<file path="src/rtl/io_fabric_pkg.sv">
// Shared types and constants for the IO port fabric: FSM states, slot map and error data.
package io_fabric_pkg;

    typedef enum logic [1:0] {
        S_IDLE = 2'd0,
        S_WAIT = 2'd1,
        S_ERRP = 2'd2
    } fab_state_e;

    localparam logic [15:0] ERR_DATA_DEFAULT = 16'hDEAD;

    localparam int SLOT_UART    = 0;
    localparam int SLOT_GPIO    = 1;
    localparam int SLOT_PWM     = 2;
    localparam int SLOT_AUDIO   = 3;
    localparam int SLOT_SPI     = 4;
    localparam int SLOT_GFX     = 5;
    localparam int SLOT_TRACE   = 6;
    localparam int SLOT_IRQ     = 7;
    localparam int SLOT_SCRATCH = 8;

endpackage

</file>
<file path="src/rtl/io_slot_decode.sv">
// Combinational slot index decode: one-hot select, mapped flag and handshake flag.
module io_slot_decode #(
    parameter int                   SLOT_BITS = 4,
    parameter int                   NUM_SLOTS = 9,
    parameter logic [NUM_SLOTS-1:0] WAIT_MASK = 9'b000100000
) (
    input  logic [SLOT_BITS-1:0] slot_idx,
    output logic [NUM_SLOTS-1:0] onehot,
    output logic                 mapped,
    output logic                 is_wait
);

    always_comb begin
        onehot  = '0;
        mapped  = 1'b0;
        is_wait = 1'b0;
        for (int n = 0; n < NUM_SLOTS; n++) begin
            if (slot_idx == n[SLOT_BITS-1:0]) begin
                onehot[n] = 1'b1;
                mapped    = 1'b1;
                is_wait   = WAIT_MASK[n];
            end
        end
    end

endmodule

</file>
<file path="src/rtl/io_port_fabric.sv">
// CPU IO port fabric: decodes the address into slots, runs fast or handshaked
// accesses, and reports unmapped or timed-out accesses as bus errors.
module io_port_fabric
    import io_fabric_pkg::*;
#(
    parameter int                   BITS           = 16,
    parameter int                   ADDRESS_BITS   = 16,
    parameter int                   SLOT_BITS      = 4,
    parameter int                   NUM_SLOTS      = 9,
    parameter logic [NUM_SLOTS-1:0] WAIT_MASK      = 9'b000100000,
    parameter int                   TIMEOUT_CYCLES = 8,
    parameter logic [BITS-1:0]      ERR_DATA       = BITS'(ERR_DATA_DEFAULT)
) (
    input  logic                              CLK,
    input  logic                              RSTb,
    input  logic [ADDRESS_BITS-1:0]           ADDRESS,
    input  logic [BITS-1:0]                   DATA_IN,
    input  logic                              memWR,
    input  logic                              memRD,
    output logic [BITS-1:0]                   DATA_OUT,
    output logic                              BUSY,
    output logic                              ERR,
    output logic [ADDRESS_BITS-1:0]           err_addr,
    output logic [NUM_SLOTS-1:0]              slot_wr,
    output logic [NUM_SLOTS-1:0]              slot_rd,
    output logic [ADDRESS_BITS-SLOT_BITS-1:0] slot_address,
    output logic [BITS-1:0]                   slot_wdata,
    input  logic [NUM_SLOTS*BITS-1:0]         slot_rdata,
    input  logic [NUM_SLOTS-1:0]              slot_ready
);

    localparam int OFS_BITS = ADDRESS_BITS - SLOT_BITS;

    fab_state_e              state_q, state_d;
    logic                    busy_q, busy_d;
    logic                    err_q, err_d;
    logic [BITS-1:0]         data_out_q, data_out_d;
    logic [ADDRESS_BITS-1:0] err_addr_q, err_addr_d;
    logic [ADDRESS_BITS-1:0] lat_addr_q, lat_addr_d;
    logic [BITS-1:0]         lat_data_q, lat_data_d;
    logic                    lat_wr_q, lat_wr_d;
    logic [7:0]              cnt_q, cnt_d;

    logic [NUM_SLOTS-1:0] live_onehot, lat_onehot, sel_onehot;
    logic                 live_mapped, live_wait, lat_mapped, lat_wait;
    logic [BITS-1:0]      rd_word;
    logic                 ready;

    io_slot_decode #(.SLOT_BITS(SLOT_BITS), .NUM_SLOTS(NUM_SLOTS), .WAIT_MASK(WAIT_MASK)) u_live_dec (
        .slot_idx (ADDRESS[ADDRESS_BITS-1 -: SLOT_BITS]),
        .onehot   (live_onehot),
        .mapped   (live_mapped),
        .is_wait  (live_wait)
    );

    io_slot_decode #(.SLOT_BITS(SLOT_BITS), .NUM_SLOTS(NUM_SLOTS), .WAIT_MASK(WAIT_MASK)) u_lat_dec (
        .slot_idx (lat_addr_q[ADDRESS_BITS-1 -: SLOT_BITS]),
        .onehot   (lat_onehot),
        .mapped   (lat_mapped),
        .is_wait  (lat_wait)
    );

    // Read mux by one-hot OR: live slot in IDLE, latched slot otherwise.
    always_comb begin
        sel_onehot = (state_q == S_IDLE) ? live_onehot : lat_onehot;
        rd_word    = '0;
        for (int n = 0; n < NUM_SLOTS; n++) begin
            if (sel_onehot[n]) rd_word = rd_word | slot_rdata[n*BITS +: BITS];
        end
        ready = lat_mapped && lat_wait && ((slot_ready & lat_onehot) != '0);
    end

    always_comb begin
        state_d      = state_q;
        busy_d       = busy_q;
        err_d        = 1'b0;
        data_out_d   = data_out_q;
        err_addr_d   = err_addr_q;
        lat_addr_d   = lat_addr_q;
        lat_data_d   = lat_data_q;
        lat_wr_d     = lat_wr_q;
        cnt_d        = cnt_q;
        slot_wr      = '0;
        slot_rd      = '0;
        slot_address = ADDRESS[OFS_BITS-1:0];
        slot_wdata   = DATA_IN;

        case (state_q)
            S_IDLE: begin
                if (memWR || memRD) begin
                    if (!live_mapped) begin
                        err_d      = 1'b1;
                        err_addr_d = ADDRESS;
                        if (!memWR) data_out_d = ERR_DATA;
                    end else if (live_wait) begin
                        lat_addr_d = ADDRESS;
                        lat_data_d = DATA_IN;
                        lat_wr_d   = memWR;
                        cnt_d      = '0;
                        busy_d     = 1'b1;
                        state_d    = S_WAIT;
                    end else if (memWR) begin
                        slot_wr = live_onehot;
                    end else begin
                        slot_rd    = live_onehot;
                        data_out_d = rd_word;
                    end
                end
            end
            S_WAIT: begin
                slot_address = lat_addr_q[OFS_BITS-1:0];
                slot_wdata   = lat_data_q;
                if (lat_wr_q) slot_wr = lat_onehot;
                else          slot_rd = lat_onehot;
                // Ready takes priority over the timeout on the same edge.
                if (ready) begin
                    if (!lat_wr_q) data_out_d = rd_word;
                    busy_d  = 1'b0;
                    state_d = S_IDLE;
                end else if (cnt_q == 8'(TIMEOUT_CYCLES - 1)) begin
                    err_d      = 1'b1;
                    err_addr_d = lat_addr_q;
                    if (!lat_wr_q) data_out_d = ERR_DATA;
                    state_d    = S_ERRP;
                end else begin
                    cnt_d = cnt_q + 8'd1;
                end
            end
            S_ERRP: begin
                slot_address = lat_addr_q[OFS_BITS-1:0];
                slot_wdata   = lat_data_q;
                busy_d       = 1'b0;
                state_d      = S_IDLE;
            end
            default: state_d = S_IDLE;
        endcase

        if (!RSTb) begin
            slot_wr = '0;
            slot_rd = '0;
        end
    end

    always_ff @(posedge CLK) begin
        if (!RSTb) begin
            state_q    <= S_IDLE;
            busy_q     <= 1'b0;
            err_q      <= 1'b0;
            data_out_q <= '0;
            err_addr_q <= '0;
            lat_addr_q <= '0;
            lat_data_q <= '0;
            lat_wr_q   <= 1'b0;
            cnt_q      <= '0;
        end else begin
            state_q    <= state_d;
            busy_q     <= busy_d;
            err_q      <= err_d;
            data_out_q <= data_out_d;
            err_addr_q <= err_addr_d;
            lat_addr_q <= lat_addr_d;
            lat_data_q <= lat_data_d;
            lat_wr_q   <= lat_wr_d;
            cnt_q      <= cnt_d;
        end
    end

    assign DATA_OUT = data_out_q;
    assign BUSY     = busy_q;
    assign ERR      = err_q;
    assign err_addr = err_addr_q;

endmodule

</file>
<file path="config.mk">
export PLATFORM = sky130hd
export DESIGN_NAME = io_port_fabric
export DESIGN_NICKNAME = d
export VERILOG_FILES = /design/src/rtl/io_fabric_pkg.sv /design/src/rtl/io_slot_decode.sv /design/src/rtl/io_port_fabric.sv
export SDC_FILE = /design/constraint.sdc
export NUM_CORES = 1
export LEC_CHECK = 0
export ABC_AREA = 1
export CAP_MARGIN = 20
export CORE_ASPECT_RATIO = 1.75
export CORE_UTILIZATION = 24
export DETAILED_ROUTE_END_ITERATION = 12
export PLACE_DENSITY_LB_ADDON = 0.1
export SETUP_SLACK_MARGIN = 0.05
export SKIP_LAST_GASP = 1
export SLEW_MARGIN = 0
export SYNTH_ARGS = -nofsm -noshare
export SYNTH_HDL_FRONTEND = slang
export SYNTH_SLANG_ARGS = --single-unit
</file>
<file path="constraint.sdc">
create_clock -name CLK -period 2.7 [get_ports CLK]
set_input_delay 0.81 -clock CLK [delete_from_list [all_inputs] [get_ports CLK]]
set_output_delay 0.81 -clock CLK [all_outputs]
set_load 0.005 [all_outputs]
</file>
==> impl_results.md <==
* Setup violators final at 0
* Number of standard-cell rows in the floorplan at 71
* Share of synthesized flip-flops with an asynchronous set or reset at 0
* HPWL Detailed at 19920 um
* Antenna violations before repair at 1
* Die outline width at 114.6 um
* Highest clock rate at 0.3736 GHz
* Pins Over Slew Limit at 0
* Cell depth of the worst hold path at 1
* Capturing element type of the critical path: output port
* Area fraction of the dominant cell type after synthesis at 0.2894
* Switching part of the total at 0.3303
* Startpoint of the worst-slack reg-to-reg timing path: state_q[1]
* First-pass GRT wire length at 37520 um
* Outcome: completed
* Core region area at 0.02159 mm^2
* Synth-to-layout area growth at 81.54%
* Wire length per cell after detailed routing at 16.21 um
* Worst Reg2Reg Path Length in Cells at 12
* Final cell utilization of the core at 0.4479
* Part of the power in registers at 0.282
* Buffer levels on the longest clock path at 2
* Ratio of final minimum period to clock period at 0.9913
* Insertion delay of the later-clocked pin in the worst-skew pair at 350 ps
* Cell taking the most area after synthesis: dfxtp_1
* Starting Density at 0.2467
* Arrival time at the worst endpoint at 1870 ps
* #FFs+latches synth at 77
* Total global routing overflow at 0
* Switching power at 1.564 mW
* Final hold violation count at 0
* RSZ-0062 raised after global routing: yes
* Chip height at 199.1 um
* # DRC at 0
* Num CTS Buffers at 9
* Detailed-route wire length at 25670 um
* Synthesized instance count at 956
* Count of H-tree levels built during CTS at 3
* Fraction of the yosys area taken by sequential cells at 0.2894
* Worst setup slack for register-to-register paths at 570 ps
* Port Buf Inserts at 260
* Total global routing track utilization at 0.2218
* Reg2Reg Capture Point: DATA_OUT[8]
* Timing startpoint of the critical path: ADDRESS[15]
* Clock-pin slew on the worst setup and hold paths at 60 ps
* Largest fanout on the critical path at 4
* Clock sink total at 77
* Vias per cell at 4.467
* Most common library cells after synthesis: 319 x nand2_1, 167 x nor2_1, 101 x inv_1
* Number of nets in the final layout at 1479
* Max-Slew Margin vs Limit at 0.5773
* Min Clock Period, post-route at 2677 ps
* Remaining antenna violation count at 0
* Most repeated cell in the gate-level netlist after synthesis: nand2_1
* Master cell of the clock root buffer: clkbuf_16
* Proportion of power drawn by the clock network at 0.305
* DP Area at 0.008880 mm^2
* Max VDD drop at 0.0003015 V
* Share of total power in combinational logic at 0.413
* Hold/Removal Path Class: flip-flop to flip-flop
* Total design power at 4.736 mW
* Non-Filler Cell Area, Final at 0.009669 mm^2
* Reported leakage power at 4.566 nW
* Worst slew pin tran at 634.0 ps
* Internal power consumption at 3.171 mW
* Largest clock skew in the final design at 6.869 ps
* WS Path Type: input pin to output port
* Post-Syn Area at 0.005326 mm^2
* Initial drt markers at 318
* Power density over the cells at 489.8 mW/mm^2
* Number of fill cells at 2307
* Quantity of hold-fixing buffers added after cts at 0
* Largest net degree at the start of global routing at 65
* Required @ worst endpoint at 1890 ps
* Count of TritonRoute iterations in the first routing pass at 5
* Ratio of cells with drive above 1 in the final layout at 0.1627
* Synthesized area per cell at 5.572 um^2
* TritonCTS clock tree: yes
* Hold Path End: cnt_q[7]
* Io pins at 269
* Post-synth EDFFs at 0
* Routability Congestion at 0.8302
* Top FF cell, synth: dfxtp_1
* Number of global-route vias before repair at 6802
* Count of cell types in the netlist at 32
* Ys Warns at 0
* Largest cells by area after synthesis: dfxtp_1 29%, nand2_1 22%, nor2_1 12%, inv_1 7.1%, o21ai_0 6.4%
* Max-capacitance violation count at 0
* Total number of vias at 7075
* Kind of start point of the critical path: input pin
* Worst hold path startpoint: cnt_q[7]
* Post-Syn Nets at 1149
* Full die area at 0.02282 mm^2
-- critical path, cell delays in order --
cell	delay, ps
buf_8	110
buf_6	110
nor2_4	150
buf_6	130
buf_6	100
nand2_8	60
o32ai_4	210
buf_2	180
-- routing by layer --
layer	track usage	routed length [um]
met1	0.2120	9035
met4	0.1130	1054
met2	0.4357	13730
met5	0	0
met3	0.04671	1857
-- cells by family after synthesis --
logic type,Yosys count,share of synthesized area
compound gates,147,0.1456
xor+xnor,1,0.001645
simple gates,576,0.4402
buf+inv,151,0.1137
flops,77,0.2894
fa+ha+maj,4,0.009397
-- registers in the layout, indices dropped and copies added (netlist names), 2 cells and up --
register,count
lat_addr_q,16
lat_data_q,16
state_q,2
DATA_OUT,16
cnt_q,8
err_addr,16
-- what timing repair did --
| item | 4_1_cts | 5_1_grt |
|---|---|---|
| cloned | 0 | 2 |
| endpoints found under the hold margin | 0 | 0 |
| resized for setup | 163 | 48 |
| pin swaps | 24 | 19 |
| setup endpoints to repair | 46 | 35 |
| setup buffers | 16 | 4 |
-- layout by cell type (no fill, tap or decap), types with 5 or more instances in the layout --
cell,n
a21oi_1,60
a21oi_2,5
buf_12,14
buf_2,13
buf_4,77
buf_6,14
clkbuf_16,11
clkdlybuf4s50_1,207
dfxtp_1,74
dlygate4sd2_1,14
dlymetal6s2s_1,16
inv_1,88
inv_2,14
nand2_1,311
nand2_2,10
nand3_1,62
nand4_1,5
nor2_1,158
nor2_2,8
nor2_4,8
nor3_1,5
o21ai_0,67
-- final cells by class --
type / instances / area (um^2) / area share
flip-flops and latches: 77 / 1545 / 0.1598
repair buffers: 364 / 3601 / 0.3724
clock inverters: 7 / 122.6 / 0.01268
diodes: 1 / 2.502 / 0.0002588
multi-input cells: 728 / 3395 / 0.3511
inverters: 106 / 412.9 / 0.04270
well taps: 292 / 365.4 / 0.03778
clock buffers: 9 / 225.2 / 0.02329
-- power groups by stage --
stage | Combinational (mW) | Clock, mW | Sequential (mW)
finish | 1.95 | 1.45 | 1.34
global route | 2.15 | 1.53 | 1.35
CTS | 1.91 | 1.48 | 1.34
detailed placement | 1.87 | 0 | 1.37
global placement | 1.87 | 0 | 1.36
floorplan | 0.758 | 0 | 1.35
-- per-stage QoR --
step	TNS [ps]	hold WS, ps	std cells	worst slack [ps]
global route	-132.9	487.9	1583	-37.94
global placement	-16610	440.3	1546	-989.7
finish	0	459.3	1584	23.39
floorplan	0	422.4	956	257.3
detailed placement	-17620	443.0	1546	-1019
CTS	-814.0	459.0	1577	-82.17
-- worst max path at each step --
stage,endpoint,slack [ps]
detailed placement,slot_rd[3],-1020
global placement,slot_rd[3],-990
finish,slot_wr[6],20
CTS,slot_wdata[0],-80
floorplan,slot_wr[1],260
global route,slot_wr[7],-40
No activity file was read; power rests on OpenSTA's default activity.
